<file path="src/rtl/morse_seq_player.sv">
// Purpose : plays a latched sequence of up to MAX_SYM dot/dash symbols on a single buzzer pin.
// Latency : tone starts on the accept edge; done pulses N*TICK_CYCLES+1 clocks after accept.
// Backpres: start is taken only in IDLE; requests while busy are dropped, abort wins over start.
module morse_seq_player #(
    parameter int   TICK_CYCLES = 50000,
    parameter int   MAX_SYM     = 8,
    parameter int   DOT_MS      = 100,
    parameter int   DASH_MS     = 400,
    parameter int   GAP_MS      = 50,
    parameter int   MS_W        = 10,
    parameter logic OUT_ACTIVE  = 1'b0,
    localparam int  CW          = $clog2(MAX_SYM) + 1
) (
    input  logic               CLK,
    input  logic               RSTn,
    input  logic               start_sig,
    input  logic [CW-1:0]      sym_count,
    input  logic [MAX_SYM-1:0] sym_pattern,
    input  logic               abort_sig,
    output logic               busy_sig,
    output logic               done_sig,
    output logic               pin_out,
    output logic [CW-1:0]      sym_index
);

    // Prescaler is wide enough to hold TICK_CYCLES-1.
    localparam int PW = (TICK_CYCLES > 1) ? $clog2(TICK_CYCLES) : 1;

    localparam logic [PW-1:0]      PRE_LAST  = PW'(TICK_CYCLES - 1);
    localparam logic [MS_W-1:0]    DOT_LAST  = MS_W'(DOT_MS - 1);
    localparam logic [MS_W-1:0]    DASH_LAST = MS_W'(DASH_MS - 1);
    localparam logic [MS_W-1:0]    GAP_LAST  = MS_W'(GAP_MS - 1);
    localparam logic [CW-1:0]      MAX_C     = CW'(MAX_SYM);
    localparam logic [CW-1:0]      ONE_C     = CW'(1);
    localparam logic [MAX_SYM-1:0] BIT0      = MAX_SYM'(1);

    typedef enum logic [1:0] {
        S_IDLE,
        S_TONE,
        S_GAP,
        S_DONE
    } state_t;

    state_t             state_q, state_d;
    logic [PW-1:0]      pre_q,   pre_d;
    logic [MS_W-1:0]    ms_q,    ms_d;
    logic [MAX_SYM-1:0] pat_q,   pat_d;
    logic [CW-1:0]      cnt_q,   cnt_d;
    logic [CW-1:0]      idx_q,   idx_d;
    logic               pin_q,   pin_d;
    logic               busy_q,  busy_d;
    logic               done_q,  done_d;

    logic               tick;
    logic               cur_dash;
    logic [MS_W-1:0]    phase_last;
    logic               phase_end;
    logic [CW-1:0]      cnt_in;

    // Phase timing: which symbol kind is playing, and whether the current phase ends this cycle.
    always_comb begin
        cur_dash   = |(pat_q & (BIT0 << idx_q));
        tick       = (pre_q == PRE_LAST);
        phase_last = GAP_LAST;
        if (state_q == S_TONE) begin
            phase_last = cur_dash ? DASH_LAST : DOT_LAST;
        end
        phase_end  = tick && (ms_q == phase_last);
        cnt_in     = (sym_count > MAX_C) ? MAX_C : sym_count;
    end

    // Next-state and registered-output logic for the sequencer.
    always_comb begin
        state_d = state_q;
        pre_d   = pre_q;
        ms_d    = ms_q;
        pat_d   = pat_q;
        cnt_d   = cnt_q;
        idx_d   = idx_q;
        pin_d   = pin_q;
        busy_d  = busy_q;
        done_d  = 1'b0;

        if (abort_sig && (state_q != S_IDLE)) begin
            // Abort drops everything without a completion pulse; sym_index is left as-is.
            state_d = S_IDLE;
            pre_d   = '0;
            ms_d    = '0;
            pin_d   = ~OUT_ACTIVE;
            busy_d  = 1'b0;
        end else begin
            case (state_q)
                S_IDLE: begin
                    if (start_sig && !abort_sig) begin
                        pat_d  = sym_pattern;
                        cnt_d  = cnt_in;
                        idx_d  = '0;
                        busy_d = 1'b1;
                        pre_d  = '0;
                        ms_d   = '0;
                        if (cnt_in != '0) begin
                            state_d = S_TONE;
                            pin_d   = OUT_ACTIVE;
                        end else begin
                            state_d = S_DONE;
                        end
                    end
                end

                S_TONE: begin
                    if (phase_end) begin
                        state_d = S_GAP;
                        pin_d   = ~OUT_ACTIVE;
                        pre_d   = '0;
                        ms_d    = '0;
                    end else if (tick) begin
                        pre_d = '0;
                        ms_d  = ms_q + MS_W'(1);
                    end else begin
                        pre_d = pre_q + PW'(1);
                    end
                end

                S_GAP: begin
                    if (phase_end) begin
                        pre_d = '0;
                        ms_d  = '0;
                        if (idx_q == (cnt_q - ONE_C)) begin
                            state_d = S_DONE;
                        end else begin
                            state_d = S_TONE;
                            idx_d   = idx_q + ONE_C;
                            pin_d   = OUT_ACTIVE;
                        end
                    end else if (tick) begin
                        pre_d = '0;
                        ms_d  = ms_q + MS_W'(1);
                    end else begin
                        pre_d = pre_q + PW'(1);
                    end
                end

                S_DONE: begin
                    // The completion pulse and busy release land together on the exit edge.
                    state_d = S_IDLE;
                    busy_d  = 1'b0;
                    done_d  = 1'b1;
                end

                default: begin
                    state_d = S_IDLE;
                    pin_d   = ~OUT_ACTIVE;
                    busy_d  = 1'b0;
                end
            endcase
        end
    end

    // State and output registers with asynchronous reset.
    always_ff @(posedge CLK or negedge RSTn) begin
        if (!RSTn) begin
            state_q <= S_IDLE;
            pre_q   <= '0;
            ms_q    <= '0;
            pat_q   <= '0;
            cnt_q   <= '0;
            idx_q   <= '0;
            pin_q   <= ~OUT_ACTIVE;
            busy_q  <= 1'b0;
            done_q  <= 1'b0;
        end else begin
            state_q <= state_d;
            pre_q   <= pre_d;
            ms_q    <= ms_d;
            pat_q   <= pat_d;
            cnt_q   <= cnt_d;
            idx_q   <= idx_d;
            pin_q   <= pin_d;
            busy_q  <= busy_d;
            done_q  <= done_d;
        end
    end

    assign pin_out   = pin_q;
    assign busy_sig  = busy_q;
    assign done_sig  = done_q;
    assign sym_index = idx_q;

endmodule

</file>
<file path="config.mk">
export PLATFORM = sky130hd
export DESIGN_NAME = morse_seq_player
export DESIGN_NICKNAME = d
export VERILOG_FILES = /design/src/rtl/morse_seq_player.sv
export SDC_FILE = /design/constraint.sdc
export NUM_CORES = 1
export LEC_CHECK = 0
export CAP_MARGIN = 20
export CORE_ASPECT_RATIO = 1.5
export CORE_MARGIN = 2
export CORE_UTILIZATION = 39
export DETAILED_ROUTE_END_ITERATION = 10
export GPL_TIMING_DRIVEN = 0
export PLACE_DENSITY = 0.61
export SYNTH_ARGS = -nofsm -noshare
export SYNTH_HDL_FRONTEND = slang
export SYNTH_SLANG_ARGS = --single-unit
</file>
<file path="constraint.sdc">
create_clock -name CLK -period 6.1 [get_ports CLK]
set_clock_uncertainty 0.1 [all_clocks]
set_input_delay 0.61 -clock CLK [delete_from_list [all_inputs] [get_ports CLK]]
set_output_delay 0.61 -clock CLK [all_outputs]
set_load 0.01 [all_outputs]
</file>
* Word-level counts from Yosys, hierarchy flattened
Index checks and enable logic that the tools add are counted.
** Operators by class
- Add/subtract/negate cells :: 4
- Order comparisons :: 1
- Eq/ne operators :: 15
- Shift-type cells :: 1
- Mux-type cells :: 36
- Bitwise operators :: 2
- Reduce and logical (&&, ||, !) cells :: 20
** Operators with widths (number)
- $mux W16 :: 4
- $mux W10 :: 4
- $pmux W16 S2 :: 1
- $pmux W10 S2 :: 1
- $mux W9 :: 2
- $add A16 B1 Y16 const B :: 1
- $eq A16 B16 Y1 const B :: 1
- $mux W4 :: 4
- $mux W2 :: 6
- $ne A3 B3 Y1 const B :: 4
- $add A10 B1 Y10 const B :: 1
- $eq A10 B10 Y1 :: 1
- $mux W1 :: 10
- $reduce_and A3 Y1 :: 3
- $and A8 B8 Y8 :: 1
- $pmux W2 S4 :: 1
- $pmux W4 S2 :: 1
- $reduce_bool A4 Y1 :: 2
- $reduce_or A8 Y1 :: 1
- $shl A1 B4 Y8 const A :: 1
- $ne A2 B2 Y1 const B :: 3
- $reduce_and A6 Y1 :: 1
- $reduce_bool A3 Y1 :: 2
- $reduce_and A5 Y1 :: 1
- 17 further kinds :: 22
** Word-level totals
- Register bits :: 47
- Input port bits :: 16
- Output and inout bits :: 7
- Word-level logic and storage cells :: 88

* Longest topological paths before layout
Gate-level depths: netlist of the first run.
- Word-level depth :: 10
- Depth in mapped cells :: 10
- Gate-level depth less buffers :: 8

* Worst setup path after synthesis of the first run
No wires, ideal clock.
- Path kind :: flip-flop to flip-flop
- From :: register state_q[1]
- To :: register pin_q, in the netlist pin_out
- Library setup time :: 0.082 ns
- Data arrival time :: 2.335 ns
- Setup slack :: 3.583 ns
- Cell stages (with the launch flop) :: 10
- Path buffers :: 1
- Clock period less this slack :: 2.517 ns
- Cells stage by stage :: dfrtp_1 -> inv_1 -> ha_1 -> buf_6 -> or3b_2 -> a21oi_1 -> o2111ai_1 -> mux2_4 -> a211oi_1 -> mux2_2
** On the way
- Longest elaborated chain between the ends :: 6
- Elaborated cells on any way between the ends :: 17
- Classes of those cells :: eq/ne (8); mux (3); reduce/logical (6)
** Ends and longest elaborated chain
- start: declaration :: line 44 : state_t state_q, state_d;
- start signal: assignment :: line 172 : state_q <= state_d;
- $eq A2 B1 Y1 :: line 65, 92
- $mux W9 :: line 65 : if (state_q == S_TONE) begin
- $eq A10 B10 Y1 :: line 68 : phase_end = tick && (ms_q == phase_last);
- $logic_and A1 B1 Y1 :: line 68
- $ne A3 B3 Y1 (no source line) / $ne A3 B2 Y1 (equally long branches)
- $reduce_and A6 Y1 (no source line)
- end signal: assignment :: line 168 : pin_q <= ~OUT_ACTIVE;
- end signal: assignment :: line 178 : pin_q <= pin_d;
- end: declaration :: line 50 : logic pin_q, pin_d;
Parallel ways exist; a longest one is shown, timed or not.
A chain may end at the register's enable or synchronous reset.

* Worst setup path in the final report of the first run
Same ends and word-level chain as after synthesis.

==> out/qor.csv, run 1 <==
metric;value;unit
GRT Residual Overflow;0;
Worst EP required;6.23;ns
WHS;0.147;ns
worst skew pair latency;0.30;ns
CTS H-Tree Depth;2;
design area;0.00318;mm2
post-synth net total;318;
core area;0.00685;mm2
net switching power;0.463;mW
Ports;23;
Post-Syn Instances;289;
Setup TNS;0;ns
P_int;0.718;mW
mapped cell area;0.00275;mm2
Nets;348;
reg-to-reg startpoint;state_q[1]$_DFFE_PN0P_;
routed vias/inst;5.54;
Slew @ Worst Pin;0.658;ns
DRT Pass-1 Iters;4;
hold buffers post-CTS;0;
CTS tree;yes;
fmax;363;MHz
Area Growth Syn to Fin;16.0;%
CTS resizes;0;
Post-CTS Setup Inserts;0;
WL per Instance;14.8;um
Initial Util;0.401;
switching share of power;0.392;
Hold Violations, Final;0;
pwr/cell area;371;mW/mm2
cell taking the most area after synthesis;dfrtp_1;
layout cell share with drive strength beyond 1;0.0875;
vias in the first global route;2180;
Die Ht;107;um
largest net degree at the start of global routing;30;
FILL cells;687;
post-synthesis sequential area ratio;0.429;
number of synthesized flops with an enable pin;0;
Area contributors post-synth;dfrtp_1 (42%), ha_1 (5.9%), nand3_1 (4.6%), nand2_1 (4.5%), mux2_2 (4.5%);
clock sink total;47;
clock buffer depth;2;
Final Power;1.18;mW
die footprint;0.00774;mm2
Non-Filler Instances;398;
peak supply drop;0.122;mV
period utilization;0.452;
Data arrival, critical path;2.89;ns
Clock Pin Slew Worst Setup and Hold Paths;0.09;ns
Clk pwr share;0.193;
Worst setup SP type;flip-flop;
DP Cell Count;390;
total track usage;0.157;
ant diodes;0;
dpl cell area;0.00308;mm2
Yosys warnings;0;
Multi-input gate area;0.00147;mm2
final WL;5880;um
outcome;finished clean;
post-synthesis area per instance;9.50;um2
Worst Setup Path Type;reg -> reg;
Async S/R FF share, synth;1.00;
DR vias;2203;
first-pass GRT wire length;9630;um
Seq pwr share;0.375;
Yosys top cell area share;0.419;
# rows;37;
number of synthesized register bits;47;
Reg area;0.00118;mm2
Post-DRT Antenna Nets;0;
Final GP Congestion;0.828;
fin crit period;2.75;ns
Die Wd;72.5;um
Max FO, Critical Path;8;
Setup violations, final;0;
CP Capture Type;flip-flop;
DRC;0;
static leakage;1.33;nW
max_slew headroom;0.558;
Critical Path Start;state_q[1]$_DFFE_PN0P_;
DRT iter0 DRCs;95;
Top FF cell, synth;dfrtp_1;
max-slew violations;0;
IO Port Bufs;22;
cts bufs inserted;5;
root buf cell;clkbuf_8;
max-cap viol count;0;
Post-DP HPWL;4360;um
HP Class;in -> async;
RSZ-0062 raised after global routing;false;
distinct cell type count of the synthesized netlist;48;
power share of the combinational group;0.432;
initial antenna violation count;0;
## cell usage after synthesis (3+ instances only)
cell type and n:
dfrtp_1 46, nand2_1 33, nand3_1 25, nor2_1 20, a21oi_1 14, o21ai_0 14
ha_1 13, inv_1 13, mux2_2 11, xnor2_1 11, xor2_1 10, nor3_1 8
clkbuf_1 5, nand2b_1 5, and2_1 4, nand4_1 4, nor4_1 4, nor4b_1 4
and3_1 3, and4_1 3, mux2i_1 3
## stage by stage
| stage | utilization | setup slack [ns] |
|---|---|---|
| finish | 0.465 | 3.35 |
| global placement | 0.447 | 2.89 |
| global route | 0.465 | 3.13 |
| detailed placement | 0.449 | 3.15 |
| CTS | 0.465 | 3.33 |
| floorplan | - | 3.58 |
## metal layers
| layer | vias to the layer above | track usage | wire (um) |
|---|---|---|---|
| met4 | 0 | 0.0595 | 105 |
| met2 | 34 | 0.298 | 3220 |
| met3 | 10 | 0.0263 | 169 |
| met1 | 1074 | 0.168 | 2390 |
| met5 | - | 0 | 0 |
| li1 | 1085 | - | - |
## final timing paths
check                                        to  slack (ns)  depth (start not counted)
setup / recovery            pin_out$_DFFE_PN1P_        3.35                          9
hold / removal             pat_q[5]$_DFFE_PN0P_        0.15                          1
setup reg to reg            pin_out$_DFFE_PN1P_        3.35                          9
hold reg to reg            pre_q[1]$_DFFE_PN0P_        0.40                          2
max in group asynchronous   pin_out$_DFFE_PN1P_        5.17                          2
min in group CLK           pre_q[1]$_DFFE_PN0P_        0.40                          2
## placed cells by master (no fill, tap or decap), types with 5 or more instances in the layout
cell type        Yosys  layout
a21oi_1             14      14
o21ai_0             14      14
inv_1               13      13
nand2_1             33      33
nand2b_1             5       5
nand3_1             25      25
xnor2_1             11      11
ha_1                13      13
clkbuf_1             5       7
xor2_1              10      10
clkbuf_8             0       5
dfrtp_1             46      46
nor3_1               8       8
nor2_1              20      20
clkdlybuf4s50_1      0      21
mux2_2              11      11
## worst max-delay path, stage by stage, from the launching register on
cell	delay [ns]
dfrtp_1	0.40
inv_1	0.10
ha_1	0.20
buf_6	0.14
or3b_2	0.46
a21oi_1	0.20
o2111ai_1	0.17
mux2_4	0.32
a211oi_1	0.25
mux2_2	0.36
## area by class of cell
class,count,share of cell area
plain buffers,9,0.0161
clock buffers,7,0.0240
clock inverters,1,0.00943
inverters,13,0.0153
multi-input cells,220,0.461
flip-flops and latches,47,0.370
well taps,78,0.0306
repair buffers,23,0.0739
## sequential cells by signal, summed over array words and instances (netlist names)
name and count:
state_q 2, pre_q 16, busy_sig 1, pin_out 1, sym_index 4, done_sig 1
cnt_q 4, ms_q 10, pat_q 8
## cells by family (layout without fill, tap and decap cells)
family | Yosys count | count (layout) | synth area share
AO/OA/AOI/OAI | 44 | 44 | 0.0980
flip-flops | 47 | 47 | 0.429
XOR/XNOR | 22 | 22 | 0.0752
buffers and inverters | 22 | 53 | 0.0365
multiplexers | 15 | 15 | 0.0615
adder cells (fa/ha/maj) | 13 | 13 | 0.0593
AND/OR/NAND/NOR | 126 | 126 | 0.241
## power groups by stage
stage	Sequential [mW]	Clock, mW	Combinational [mW]
after detailed placement	0.450	0	0.518
after CTS	0.443	0.236	0.521
after global routing	0.452	0.245	0.578
after global placement	0.447	0	0.511
final	0.443	0.228	0.510
after floorplan	0.436	0	0.372
Power figures use the tool's default switching activity.
==> run 2: changes to the inputs <==
==> constraint.sdc (replaced) <==
create_clock -name CLK -period 2.85 [get_ports CLK]
set_clock_uncertainty 0.1 [all_clocks]
set_input_delay 0.285 -clock CLK [delete_from_list [all_inputs] [get_ports CLK]]
set_output_delay 0.285 -clock CLK [all_outputs]
set_load 0.01 [all_outputs]
==> run 2 against run 1 <==
Net effect:
- register-to-register slack worse by 3.2 ns
- final area up 0.90%
- global-route usage about the same
- core utilization up 0.42 points
- worst setup slack worse by 3.2 ns
- via count down 0.18%
- fmax up 3.3%
- count of clock-buffer cells in the layout unchanged
- clock power up 110%
- total power up 120%
- critical path type unchanged
- critical endpoint is now sym_index[0]$_DFFE_PN0P_
- largest cell class unchanged
- highest routed layer unchanged
==> out/qor.csv, run 2 (synthesis gave the netlist of run 1 again) <==
metric;value;unit
Area Growth Syn to Fin;17.0;%
total track usage;0.157;
max_slew headroom;0.556;
DRT iter0 DRCs;113;
Final GP Congestion;0.828;
DRT Pass-1 Iters;4;
Ports;23;
initial antenna violation count;0;
Data arrival, critical path;2.81;ns
peak supply drop;0.261;mV
CP top delay family;simple AND/OR/NAND/NOR gates;
Max FO, Critical Path;8;
pwr/cell area;796;mW/mm2
ant diodes;0;
period utilization;0.936;
power share of the combinational group;0.440;
CP Cell Sequence;ha_1 > buf_6 > or3b_2 > a21oi_1 > o2111ai_1 > mux2_4 > or4b_1 > nand3_1;
P_int;1.56;mW
fin crit period;2.67;ns
Setup violations, final;0;
Top Registers;pre_q: 16 flops, ms_q: 10 flops, pat_q: 8 flops;
Final Power;2.56;mW
max-cap viol count;0;
WL per Instance;14.7;um
cts bufs inserted;5;
Worst Setup Path Type;reg -> reg;
routed vias/inst;5.50;
Die Wd;72.5;um
switching share of power;0.391;
worst setup margin;0.184;ns
Die Ht;107;um
Slew @ Worst Pin;0.661;ns
CP Capture Type;flip-flop;
Max stage delay on crit path;0.51;ns
RSZ-0062 raised after global routing;false;
GRT Residual Overflow;0;
first-pass GRT wire length;9660;um
DRC;0;
core area;0.00685;mm2
static leakage;1.34;nW
Seq pwr share;0.369;
vias in the first global route;2192;
HP Class;in -> async;
most frequent cells in the layout;dfrtp_1 (46), nand2_1 (33), nand3_1 (25), clkdlybuf4s50_1 (21), nor2_1 (19);
Critical Path Start;state_q[0]$_DFFE_PN0P_;
outcome;finished clean;
reg-to-reg startpoint;state_q[0]$_DFFE_PN0P_;
Nets;350;
CTS tree;yes;
max-slew violations;0;
Clock Pin Slew Worst Setup and Hold Paths;0.09;ns
die footprint;0.00774;mm2
layout cell share with drive strength beyond 1;0.0994;
clock buffer depth;2;
max reg flops;16;
final WL;5880;um
IO Port Bufs;22;
CTS H-Tree Depth;2;
CP max stage cell;or4b_1;
Hold Violations, Final;0;
Top reg by flops;pre_q;
commonest non-fill, non-tap cell in the layout;dfrtp_1;
Clk pwr share;0.191;
Initial Util;0.401;
Worst setup SP type;flip-flop;
Worst EP required;3.00;ns
Post-DRT Antenna Nets;0;
worst skew pair latency;0.30;ns
# rows;37;
Post-DP HPWL;4360;um
DR vias;2199;
Crit path buffers/inverters;1;
clock sink total;47;
root buf cell;clkbuf_8;
pre-CTS setup slack;0.103;ns
net switching power;1.00;mW
largest net degree at the start of global routing;30;
fmax;375;MHz
## run 2: cell count changes in the layout (fill, tap and decap cells not counted)
| cell | before | now |
|---|---|---|
| nor2_2 | 0 | 1 |
| o21ai_2 | 0 | 1 |
| a211oi_2 | 0 | 1 |
| a211oi_1 | 1 | 0 |
| dlygate4sd3_1 | 0 | 1 |
| buf_4 | 0 | 1 |
| o21ai_1 | 2 | 1 |
| nor2_1 | 20 | 19 |
## run 2: power groups by stage
stage	clock network, mW	logic (mW)	registers (mW)
2_1_floorplan	0	0.796	0.934
3_3_place_gp	0	1.09	0.957
3_5_place_dp	0	1.11	0.963
4_1_cts	0.504	1.12	0.948
5_1_grt	0.524	1.27	0.964
6_report	0.488	1.12	0.943
## run 2: path summary, 6_finish.rpt
check	endpoint	slack, ns	cells after the start
max	sym_index[0]$_DFFE_PN0P_	0.18	8
min reg2reg	pre_q[1]$_DFFE_PN0P_	0.40	2
max reg2reg	sym_index[0]$_DFFE_PN0P_	0.18	8
max in group asynchronous	pin_out$_DFFE_PN1P_	1.71	3
min in group CLK	pre_q[1]$_DFFE_PN0P_	0.40	2
min	pat_q[5]$_DFFE_PN0P_	0.36	2
## run 2: per-stage QoR
stage / hold slack [ns] / utilization / instances / TNS (ns) / instance area, um2
final: 0.356 / 0.469 / 400 / 0 / 3210
after global routing: 0.421 / 0.469 / 400 / 0 / 3210
after CTS: 0.368 / 0.466 / 399 / 0 / 3190
after global placement: 0.377 / 0.447 / 389 / -1.54 / 3060
after floorplan: -0.111 / - / 289 / 0 / 2750
after detailed placement: 0.167 / 0.449 / 390 / 0 / 3080
## run 2: metal layers
metal	GRT usage	vias up	part of all wire
met1	0.168	1075	0.41
met5	0	-	0
met4	0.0595	0	0.018
met2	0.299	29	0.55
li1	-	1085	-
met3	0.0263	10	0.023
## run 2: repair_timing
action / CTS / global route
hold buffers: 1 / 0
setup endpoints to repair: 0 / 19
gates resized for setup: 0 / 3
buffers inserted: 0 / 1
hold endpoints to repair: 18 / 0
## run 2: layout make-up
| class | instances | area [um2] |
|---|---|---|
| buffer | 9 | 51.3 |
| fill | 685 | 3640 |
| sequential | 47 | 1180 |
| tap | 78 | 97.6 |
| timing repair buffer | 25 | 253 |
| multi-input combinational | 220 | 1480 |
| inverter | 13 | 48.8 |
| clock buffer | 7 | 76.3 |
| clock inverter | 1 | 30.0 |
